$ cat src/rtl/fm0_miller_encoder_if.sv
// Data, control and line-side signals of the FM0/Miller backscatter encoder.
// The master (stimulus) side drives frame control, data and sample strobe.
interface fm0_miller_encoder_if #(
  parameter int HALF_W = 8
);
  logic              start;
  logic [1:0]        mode;
  logic [HALF_W-1:0] half_len;
  logic              pre_en;
  logic              trext;
  logic              in_bit;
  logic              in_vld;
  logic              in_last;
  logic              in_rdy;
  logic              out_stb;
  logic              out_dat;
  logic              busy;
  logic              underrun;

  modport master (
    output start, mode, half_len, pre_en, trext,
    output in_bit, in_vld, in_last, out_stb,
    input  in_rdy, out_dat, busy, underrun
  );

  modport slave (
    input  start, mode, half_len, pre_en, trext,
    input  in_bit, in_vld, in_last, out_stb,
    output in_rdy, out_dat, busy, underrun
  );
endinterface

$ cat src/rtl/fm0_miller_encoder.sv
// Tag-side line encoder: FM0 or Miller M=2/4/8 with optional Gen2 pilot and
// preamble, trailing dummy-1 symbol, paced by an external sample strobe.
module fm0_miller_encoder #(
  parameter int               HALF_W       = 8,
  parameter int               PRE_LEN      = 6,
  parameter logic [PRE_LEN-1:0] PRE_FM0    = 6'b101001,
  parameter logic [PRE_LEN-1:0] PRE_MIL    = 6'b010111,
  parameter int               FM0_VIOL_IDX = 4
) (
  input logic               clk,
  input logic               rst,
  fm0_miller_encoder_if.slave bus
);
  typedef enum logic [2:0] {IDLE, PILOT, PRE, DATA, DUMMY} state_t;

  state_t            state_reg;
  logic [1:0]        mode_reg;
  logic [HALF_W-1:0] hl_reg;
  logic [HALF_W-1:0] tick_reg;
  logic [3:0]        h_reg;
  logic [4:0]        sym_reg;
  logic [4:0]        pilot_last_reg;
  logic              bit_reg;
  logic              prev_reg;
  logic              lvl_reg;
  logic              entry_reg;
  logic              last_reg;
  logic              out_dat_reg;
  logic              busy_reg;
  logic              underrun_reg;

  logic               is_fm0;
  logic [3:0]         h_last;
  logic [3:0]         h_mid;
  logic               first_tick;
  logic               tick_last;
  logic               sym_end;
  logic [PRE_LEN-1:0] pre_shift;
  logic               pre_bit;
  logic               viol;
  logic               cur_bit;
  logic               toggle;
  logic               lvl_next;
  logic               out_next;
  logic               rdy;
  logic               take;
  logic               starve;
  logic [4:0]         pilot_n;

  always_comb begin
    is_fm0     = (mode_reg == 2'd0);
    h_last     = {mode_reg == 2'd3, mode_reg >= 2'd2, mode_reg >= 2'd1, 1'b1};
    h_mid      = 4'b0001 << mode_reg;
    first_tick = (tick_reg == '0);
    tick_last  = (tick_reg == hl_reg - HALF_W'(1));
    sym_end    = tick_last && (h_reg == h_last);
    pre_shift  = (is_fm0 ? PRE_FM0 : PRE_MIL) << sym_reg;
    pre_bit    = pre_shift[PRE_LEN-1];
    viol       = is_fm0 && (state_reg == PRE) && (sym_reg == 5'(FM0_VIOL_IDX));

    // A data symbol starts either on the first strobe in DATA or right after the previous one ends.
    rdy    = bus.out_stb && (state_reg == DATA) && (entry_reg || (sym_end && !last_reg));
    take   = rdy && bus.in_vld;
    starve = rdy && !bus.in_vld;

    cur_bit = 1'b0;
    case (state_reg)
      PRE:     cur_bit = pre_bit;
      DATA:    cur_bit = entry_reg ? (bus.in_vld ? bus.in_bit : 1'b1) : bit_reg;
      DUMMY:   cur_bit = 1'b1;
      default: cur_bit = 1'b0;
    endcase

    if (is_fm0) begin
      toggle = first_tick && (((h_reg == 4'd0) && !viol) || ((h_reg == 4'd1) && !cur_bit));
    end else begin
      toggle = first_tick && (((h_reg == 4'd0) && !cur_bit && !prev_reg) ||
                              ((h_reg == h_mid) && cur_bit));
    end
    lvl_next = lvl_reg ^ toggle;
    out_next = is_fm0 ? lvl_next : (lvl_next ^ h_reg[0]);

    if (bus.mode == 2'd0) begin
      pilot_n = bus.trext ? 5'd12 : 5'd0;
    end else begin
      pilot_n = bus.trext ? 5'd16 : 5'd4;
    end
  end

  always_ff @(posedge clk) begin
    if (rst) begin
      state_reg      <= IDLE;
      mode_reg       <= '0;
      hl_reg         <= '0;
      tick_reg       <= '0;
      h_reg          <= '0;
      sym_reg        <= '0;
      pilot_last_reg <= '0;
      bit_reg        <= 1'b0;
      prev_reg       <= 1'b0;
      lvl_reg        <= 1'b0;
      entry_reg      <= 1'b0;
      last_reg       <= 1'b0;
      out_dat_reg    <= 1'b0;
      busy_reg       <= 1'b0;
      underrun_reg   <= 1'b0;
    end else begin
      underrun_reg <= starve;
      if (state_reg == IDLE) begin
        if (bus.start) begin
          mode_reg       <= bus.mode;
          hl_reg         <= (bus.half_len == '0) ? HALF_W'(1) : bus.half_len;
          pilot_last_reg <= pilot_n - 5'd1;
          busy_reg       <= 1'b1;
          lvl_reg        <= 1'b0;
          prev_reg       <= 1'b1;
          tick_reg       <= '0;
          h_reg          <= '0;
          sym_reg        <= '0;
          last_reg       <= 1'b0;
          entry_reg      <= !bus.pre_en;
          if (!bus.pre_en) begin
            state_reg <= DATA;
          end else if (pilot_n != 5'd0) begin
            state_reg <= PILOT;
          end else begin
            state_reg <= PRE;
          end
        end else if (bus.out_stb) begin
          // The last dummy sample stays on the line until the following strobe.
          out_dat_reg <= 1'b0;
          busy_reg    <= 1'b0;
        end
      end else if (bus.out_stb) begin
        lvl_reg     <= lvl_next;
        out_dat_reg <= out_next;

        if (tick_last) begin
          tick_reg <= '0;
          h_reg    <= (h_reg == h_last) ? 4'd0 : h_reg + 4'd1;
        end else begin
          tick_reg <= tick_reg + HALF_W'(1);
        end

        if (entry_reg) begin
          entry_reg <= 1'b0;
          bit_reg   <= bus.in_bit;
          last_reg  <= bus.in_last;
          if (!bus.in_vld) begin
            state_reg <= DUMMY;
          end
        end

        if (sym_end) begin
          prev_reg <= cur_bit;
          case (state_reg)
            PILOT: begin
              if (sym_reg == pilot_last_reg) begin
                state_reg <= PRE;
                sym_reg   <= '0;
              end else begin
                sym_reg <= sym_reg + 5'd1;
              end
            end
            PRE: begin
              if (sym_reg == 5'(PRE_LEN - 1)) begin
                state_reg <= DATA;
                entry_reg <= 1'b1;
                sym_reg   <= '0;
              end else begin
                sym_reg <= sym_reg + 5'd1;
              end
            end
            DATA: begin
              if (take) begin
                bit_reg  <= bus.in_bit;
                last_reg <= bus.in_last;
              end else begin
                state_reg <= DUMMY;
              end
            end
            default: state_reg <= IDLE;
          endcase
        end
      end
    end
  end

  assign bus.in_rdy   = rdy;
  assign bus.out_dat  = out_dat_reg;
  assign bus.busy     = busy_reg;
  assign bus.underrun = underrun_reg;
endmodule

$ cat src/flat_wrapper.sv
// flat-port wrapper written by rule: the top's interface ports become plain ports
module fm0_miller_encoder_flat 
#(
  parameter int               HALF_W       = 8,
  parameter int               PRE_LEN      = 6,
  parameter logic [PRE_LEN-1:0] PRE_FM0    = 6'b101001,
  parameter logic [PRE_LEN-1:0] PRE_MIL    = 6'b010111,
  parameter int               FM0_VIOL_IDX = 4
)
  (clk, rst, bus_start, bus_mode, bus_half_len, bus_pre_en, bus_trext, bus_in_bit, bus_in_vld, bus_in_last, bus_out_stb, bus_in_rdy, bus_out_dat, bus_busy, bus_underrun);
  fm0_miller_encoder_if #(.HALF_W(HALF_W)) bus_i ();
  input logic clk;
  input logic rst;
  input wire logic [$bits(bus_i.start)-1:0] bus_start;
  input wire logic [$bits(bus_i.mode)-1:0] bus_mode;
  input wire logic [$bits(bus_i.half_len)-1:0] bus_half_len;
  input wire logic [$bits(bus_i.pre_en)-1:0] bus_pre_en;
  input wire logic [$bits(bus_i.trext)-1:0] bus_trext;
  input wire logic [$bits(bus_i.in_bit)-1:0] bus_in_bit;
  input wire logic [$bits(bus_i.in_vld)-1:0] bus_in_vld;
  input wire logic [$bits(bus_i.in_last)-1:0] bus_in_last;
  input wire logic [$bits(bus_i.out_stb)-1:0] bus_out_stb;
  output wire logic [$bits(bus_i.in_rdy)-1:0] bus_in_rdy;
  output wire logic [$bits(bus_i.out_dat)-1:0] bus_out_dat;
  output wire logic [$bits(bus_i.busy)-1:0] bus_busy;
  output wire logic [$bits(bus_i.underrun)-1:0] bus_underrun;
  assign bus_i.start = bus_start;
  assign bus_i.mode = bus_mode;
  assign bus_i.half_len = bus_half_len;
  assign bus_i.pre_en = bus_pre_en;
  assign bus_i.trext = bus_trext;
  assign bus_i.in_bit = bus_in_bit;
  assign bus_i.in_vld = bus_in_vld;
  assign bus_i.in_last = bus_in_last;
  assign bus_i.out_stb = bus_out_stb;
  assign bus_in_rdy = bus_i.in_rdy;
  assign bus_out_dat = bus_i.out_dat;
  assign bus_busy = bus_i.busy;
  assign bus_underrun = bus_i.underrun;
  fm0_miller_encoder #(.HALF_W(HALF_W), .PRE_LEN(PRE_LEN), .PRE_FM0(PRE_FM0), .PRE_MIL(PRE_MIL), .FM0_VIOL_IDX(FM0_VIOL_IDX)) u_core (.clk(clk), .rst(rst), .bus(bus_i));
endmodule
$ cat config.mk
export PLATFORM = sky130hd
export DESIGN_NAME = fm0_miller_encoder_flat
export DESIGN_NICKNAME = d
export VERILOG_FILES = /design/src/rtl/fm0_miller_encoder_if.sv /design/src/rtl/fm0_miller_encoder.sv /design/src/flat_wrapper.sv
export SDC_FILE = /design/constraint.sdc
export NUM_CORES = 1
export LEC_CHECK = 0
export CORE_UTILIZATION = 45
export CTS_BUF_LIST = sky130_fd_sc_hd__clkbuf_16
export DETAILED_ROUTE_END_ITERATION = 8
export PLACE_DENSITY = 0.72
export REMOVE_ABC_BUFFERS = 1
export SLEW_MARGIN = 20
export SYNTH_ARGS = -nofsm -noshare
export SYNTH_HDL_FRONTEND = slang
export SYNTH_SLANG_ARGS = --single-unit
$ cat constraint.sdc
create_clock -name clk -period 2.5 [get_ports clk]
set_input_delay 0.5 -clock clk [delete_from_list [all_inputs] [get_ports clk]]
set_output_delay 0.5 -clock clk [all_outputs]
set_load 0.1 [all_outputs]
======== Word-level counts from Yosys, hierarchy flattened ========
Cells that the tools add are included.
storage, ports and cells
  bits in registers ....................... 43
  input bits .............................. 19
  word-level logic and storage cells ...... 151
cells by class
  reduce and logical (&&, ||, !) cells .... 44
  bitwise gates (word level) .............. 3
  multiplexer cells ....................... 66
  equality and inequality tests ........... 14
  $add $sub $neg .......................... 5
  magnitude comparators ................... 2
  shifts and indexed selects .............. 2
operator list
  kind                 count
  $mux 5               8
  $mux 8               5
  $mux 1               32
  $mux 3               10
  $mux 4               6
  $logic_not 8->1      2
  $logic_and 1x1->1    15
  $eq 5x3->1 const B   2
  $pmux 5 s2           1
  $reduce_and 2->1     5
  $pmux 3 s3           1
  $add 8x1->8 const B  1
  $eq 4x4->1           2
  $eq 8x8->1           1
  $reduce_bool 2->1    4
  $sub 8x1->8 const B  1
  $eq 3x2->1 const B   2
  $logic_not 1->1      6
  $mux 6               1
  $reduce_and 3->1     2
  $shl 6x5->6          1
  $add 5x1->5 const B  1
  $eq 5x5->1           1
  $reduce_bool 5->1    1
  20 further kinds     25

======== Longest topological paths before layout ========
  depth after elaboration ................. 15
  mapped depth ............................ 10
  depth with buffers taken out ............ 9

======== Worst setup path after synthesis ========
Ideal clock, no wire load.
  path kind ............................... register to output
  from .................................... register u_core.hl_reg[0]
  to ...................................... output bus_in_rdy
  path slack .............................. -996 ps
  path buffers ............................ 0
  cell stages (with the launch flop) ...... 9
  arrival time ............................ 2,996 ps
  cell sequence ........................... dfxtp_1 inv_1 ha_1 and2_1 o21a_1 o31ai_2 o2111a_1 a21oi_1 nor2_1
between the ends
  cells in the longest elaborated chain, start to end .. 6
ends and longest elaborated chain
  what                    RTL line                   source
  start, declared         fm0_miller_encoder.sv:18   logic [HALF_W-1:0] hl_reg;
  start signal, assigned  fm0_miller_encoder.sv:112  hl_reg <= (bus.half_len == '0) ? HALF_W'(1) : bus.half_len;
  $sub 8x1->8             fm0_miller_encoder.sv:55   tick_last = (tick_reg == hl_reg - HALF_W'(1));
  $eq 8x8->1              fm0_miller_encoder.sv:55
  $logic_and 1x1->1       fm0_miller_encoder.sv:56   sym_end = tick_last && (h_reg == h_last);
  $logic_and 1x1->1       fm0_miller_encoder.sv:62   rdy = bus.out_stb && (state_reg == DATA) && (entry_reg || (sym_end && !last_reg));
  $logic_or 1x1->1        fm0_miller_encoder.sv:62
  $logic_and 1x1->1       fm0_miller_encoder.sv:62
  end, declared           flat_wrapper.sv:23         output wire logic [$bits(bus_i.in_rdy)-1:0] bus_in_rdy;
Every way passes these cells.

======== Final worst setup path ========
  from .................................... register u_core.hl_reg[3]
  to ...................................... output bus_in_rdy
The elaborated chain is that of the path after synthesis.

==> summary.json <==
{
  "outcome": {"value": "finished with violations"},
  "violated_checks": {"value": "negative setup slack"},
  "synth.yosys.warnings": {"value": 0},
  "gp_congestion": {"value": 0.917},
  "cp_capture_type": {"value": "primary output"},
  "r2r_end": {"value": "u_core.h_reg[3]"},
  "maximum_number_of_pins_on_one_net_before_global_route_repair": {"value": 33},
  "grt_pass1_vias": {"value": 2626},
  "num_vias": {"value": 2779},
  "drt-pass1-iter-count": {"value": 4},
  "finish.cell_count_without_fillers": {"value": 485},
  "timing.max_slew.rel_slack": {"value": 68.9, "unit": "%"},
  "cts.reportedPaths.clkPinSlew": {"value": 0.06, "unit": "ns"},
  "cts_num_sinks": {"value": 42},
  "min_path_cells": {"value": 2},
  "wire_length_of_the_first_global_routing_pass": {"value": 12500, "unit": "um"},
  "die_h": {"value": 80.7, "unit": "um"},
  "detail_route.wirelength": {"value": 7420, "unit": "um"},
  "grtUsageTotal": {"value": 24.6, "unit": "%"},
  "crit_path_start": {"value": "u_core.hl_reg[3]"},
  "maxcap_violations": {"value": 0},
  "power_frac_seq": {"value": 29.6, "unit": "%"},
  "post-route-worst-setup-slack": {"value": -0.123, "unit": "ns"},
  "num_rows": {"value": 28},
  "top_flip_flop_cell_by_instance_count_after_synthesis": {"value": "sky130_fd_sc_hd__dfxtp_1"},
  "route.detailed.vias_per_inst": {"value": 5.73},
  "ys_ff_latch": {"value": 42},
  "io_pins": {"value": 23},
  "power.internal": {"value": 1.76, "unit": "mW"},
  "stdcell_area": {"value": 0.00349, "unit": "mm^2"},
  "synth.cell_area": {"value": 0.00279, "unit": "mm^2"},
  "critical_path_required": {"value": 2.00, "unit": "ns"},
  "clock_tree.htree_level_count": {"value": 2},
  "period_minus_slack": {"value": 2.62, "unit": "ns"},
  "synth_seq_area_share": {"value": 30.2, "unit": "%"},
  "dieWidth": {"value": 80.7, "unit": "um"},
  "clk_path_buf_depth": {"value": 2},
  "number_of_placed_cells_counting_well_taps": {"value": 476},
  "cts-hold-fix-buffers": {"value": 0},
  "antenna_cells": {"value": 0},
  "synth_cells": {"value": 370},
  "globalRouteOverflowTotal": {"value": 0},
  "skew": {"value": 0.00574, "unit": "ns"},
  "net-switching-power": {"value": 1.11, "unit": "mW"},
  "max_freq": {"value": 381, "unit": "MHz"},
  "powerDensity": {"value": 822, "unit": "mW/mm^2"},
  "max_slew.worst_pin.slew": {"value": 0.455, "unit": "ns"},
  "part_of_the_total_power_dissipated_in_combinational_logic": {"value": 45.2, "unit": "%"},
  "nNetsFinal": {"value": 440},
  "drt-initial-drc-count": {"value": 157},
  "post-route-drc-count": {"value": 0},
  "antenna_left": {"value": 0},
  "syn_area_per_cell": {"value": 7.53, "unit": "um^2"},
  "finalHoldWorstSlack": {"value": 0.467, "unit": "ns"},
  "critical_path.reg2reg.startpoint": {"value": "u_core.hl_reg[2]"},
  "clock_power_share": {"value": 25.2, "unit": "%"},
  "cts_root_buffer": {"value": "sky130_fd_sc_hd__clkbuf_16"},
  "rsz0062_at_grt": {"value": "true"},
  "effective_utilization_at_floorplan": {"value": 46.8, "unit": "%"},
  "cp_max_fo": {"value": 5},
  "endpoint": {"value": "bus_in_rdy"},
  "period_share": {"value": 105, "unit": "%"},
  "vdd.ir_drop.worst": {"value": 0.540, "unit": "mV"},
  "final_max_tran_viols": {"value": 0},
  "crit_path_start_kind": {"value": "flop"},
  "antenna_found_initial": {"value": 0},
  "critical_path_class": {"value": "flop to primary output"},
  "final_util": {"value": 58.6, "unit": "%"},
  "clk-insertion-delay-late": {"value": 0.29, "unit": "ns"},
  "synth.distinct_cells": {"value": 59},
  "drive_gt1_share": {"value": 18.0, "unit": "%"},
  "design.die.area": {"value": 0.00651, "unit": "mm^2"},
  "rr_worst_depth": {"value": 8},
  "worst_hold_path_type": {"value": "flop to flop"},
  "r2r_setup_slack": {"value": 0.11, "unit": "ns"},
  "timing.critical_path.arrival": {"value": 2.12, "unit": "ns"},
  "drt-wirelength-per-cell": {"value": 15.3, "unit": "um"},
  "timing.final.setup_violations": {"value": 1},
  "power.share.switching": {"value": 38.7, "unit": "%"},
  "synthArstFlopShare": {"value": 0, "unit": "%"},
  "postPlaceCellArea": {"value": 0.00325, "unit": "mm^2"},
  "total_clock_buffers_created_by_cts": {"value": 5},
  "detailed_place_hpwl": {"value": 5410, "unit": "um"},
  "synth_enable_flop_cells": {"value": 0},
  "design.core.area": {"value": 0.00596, "unit": "mm^2"},
  "power.leakage": {"value": 1.34, "unit": "nW"},
  "post-layout-total-power": {"value": 2.87, "unit": "mW"},
  "area_growth": {"value": 25.2, "unit": "%"},
  "port-buffer-count": {"value": 22},
  "tritoncts": {"value": "yes"},
  "finalHoldViolCount": {"value": 0}
}
[layout make-up]
type / count / area [um^2]
fill: 560 / 2460
multi-input combinational: 290 / 1850
sequential: 42 / 850
timing repair buffer: 55 / 474
clock buffer: 5 / 125
tap: 75 / 93.8
inverter: 16 / 60.1
clock inverter: 2 / 33.8
[power by group through the flow]
stage,Combinational (mW),Clock (mW),Sequential [mW]
floorplan,0.711,0,0.943
global placement,1.20,0,0.853
detailed placement,1.23,0,0.854
CTS,1.29,0.728,0.846
global route,1.43,0.754,0.862
finish,1.30,0.722,0.849
[routing by layer]
| layer | vias up | global-route usage (%) | share of wire (%) |
|---|---|---|---|
| li1 | 1409 | - | - |
| met3 | 8 | 4.77 | 5.2 |
| met2 | 76 | 38.9 | 47 |
| met1 | 1286 | 33.7 | 47 |
| met4 | 0 | 7.50 | 0.94 |
| met5 | - | 0 | 0 |
[placed cells by master (no fill, tap or decap), types with 3 or more instances in the layout]
cell type and instances:
sky130_fd_sc_hd__a21oi_1 35, sky130_fd_sc_hd__xnor2_1 11, sky130_fd_sc_hd__nand2b_1 4, sky130_fd_sc_hd__a211oi_1 3, sky130_fd_sc_hd__nor2_1 33, sky130_fd_sc_hd__nor3_1 8
sky130_fd_sc_hd__and2_1 3, sky130_fd_sc_hd__o22ai_1 4, sky130_fd_sc_hd__clkbuf_16 5, sky130_fd_sc_hd__nand3_1 12, sky130_fd_sc_hd__nand2_1 54, sky130_fd_sc_hd__o21ai_0 20
sky130_fd_sc_hd__a31oi_1 7, sky130_fd_sc_hd__dfxtp_2 4, sky130_fd_sc_hd__buf_4 35, sky130_fd_sc_hd__ha_1 10, sky130_fd_sc_hd__clkdlybuf4s50_1 18, sky130_fd_sc_hd__nor4_1 4
sky130_fd_sc_hd__inv_1 14, sky130_fd_sc_hd__nand3b_1 6, sky130_fd_sc_hd__a311oi_1 3, sky130_fd_sc_hd__and3_1 8, sky130_fd_sc_hd__xor2_1 4, sky130_fd_sc_hd__or2_2 3
sky130_fd_sc_hd__dfxtp_1 37, sky130_fd_sc_hd__o31ai_1 3
[critical path, cell delays in order, from the launching register on]
cell and delay [ns]:
sky130_fd_sc_hd__dfxtp_1 0.37, sky130_fd_sc_hd__nor3_1 0.33, sky130_fd_sc_hd__a21oi_1 0.13, sky130_fd_sc_hd__a311oi_2 0.31
sky130_fd_sc_hd__o2111a_2 0.29, sky130_fd_sc_hd__a21oi_2 0.07, sky130_fd_sc_hd__nor2_2 0.14, sky130_fd_sc_hd__buf_12 0.19
[kinds of logic (layout without fill, tap and decap cells)]
group / Yosys count / count (layout) / share of synthesized area (%)
flops: 42 / 42 / 30.2
xor+xnor: 16 / 16 / 5.03
buf+inv: 38 / 78 / 5.25
simple gates: 160 / 160 / 29.3
fa+ha+maj: 12 / 12 / 5.30
compound gates: 99 / 99 / 23.9
mux: 3 / 3 / 1.12
[cells in the mapped netlist, drive strengths merged, types with 2 or more instances]
library cell  instances  share of area (%)
o31ai                 4                1.3
a211oi                3               0.81
a311oi                4                1.3
a21oi                36                6.5
dfxtp                42                 30
xnor2                12                3.8
or3b                  2               0.63
nand2b                4               0.90
nand3b                6                1.6
nand2                54                7.3
inv                  16                2.2
o21ai                20                3.6
nor4                  6                1.9
ha                   11                4.9
clkbuf               20                2.7
a22oi                 2               0.54
nor2                 34                4.6
o221a                 2               0.81
nand3                13                2.5
or3                   2               0.45
nor3b                 2               0.54
a32o                  2               0.72
or2                   3               0.67
o22ai                 4               0.90
and2                  5                1.2
o2111ai               2                1.3
mux2i                 2               0.72
and3                  8                1.8
nand4                 2               0.45
a31oi                 7                1.6
nor4b                 2               0.63
xor2                  4                1.3
and3b                 2               0.63
buf                   2               0.40
nor2b                 2               0.45
a211o                 2               0.63
a2111oi               2                1.3
nor3                  9                1.6
o211ai                2               0.54
[stage by stage]
step                TNS [ns]  setup WS, ns
global route          -0.210        -0.210
CTS                   -0.107        -0.107
global placement           0        0.0659
floorplan              -1.19         -1.19
detailed placement         0        0.0245
finish                -0.123        -0.123
[how the worst min path moves through the flow]
stage	startpoint	to	slack, ns
global route	u_core.pilot_last_reg[4]	u_core.pilot_last_reg[4]	0.49
global placement	u_core.pilot_last_reg[4]	u_core.pilot_last_reg[4]	0.46
CTS	u_core.pilot_last_reg[4]	u_core.pilot_last_reg[4]	0.47
floorplan	u_core.bit_reg	u_core.bit_reg	0.44
detailed placement	u_core.pilot_last_reg[4]	u_core.pilot_last_reg[4]	0.46
finish	u_core.pilot_last_reg[4]	u_core.pilot_last_reg[4]	0.47
[what timing repair did]
item / in CTS / in global routing
buffers inserted: 2 / 2
resized for setup: 17 / 3
pin swaps: 10 / 6
endpoints found under the setup margin: 2 / 4
No activity file was read; power rests on OpenSTA's default activity.
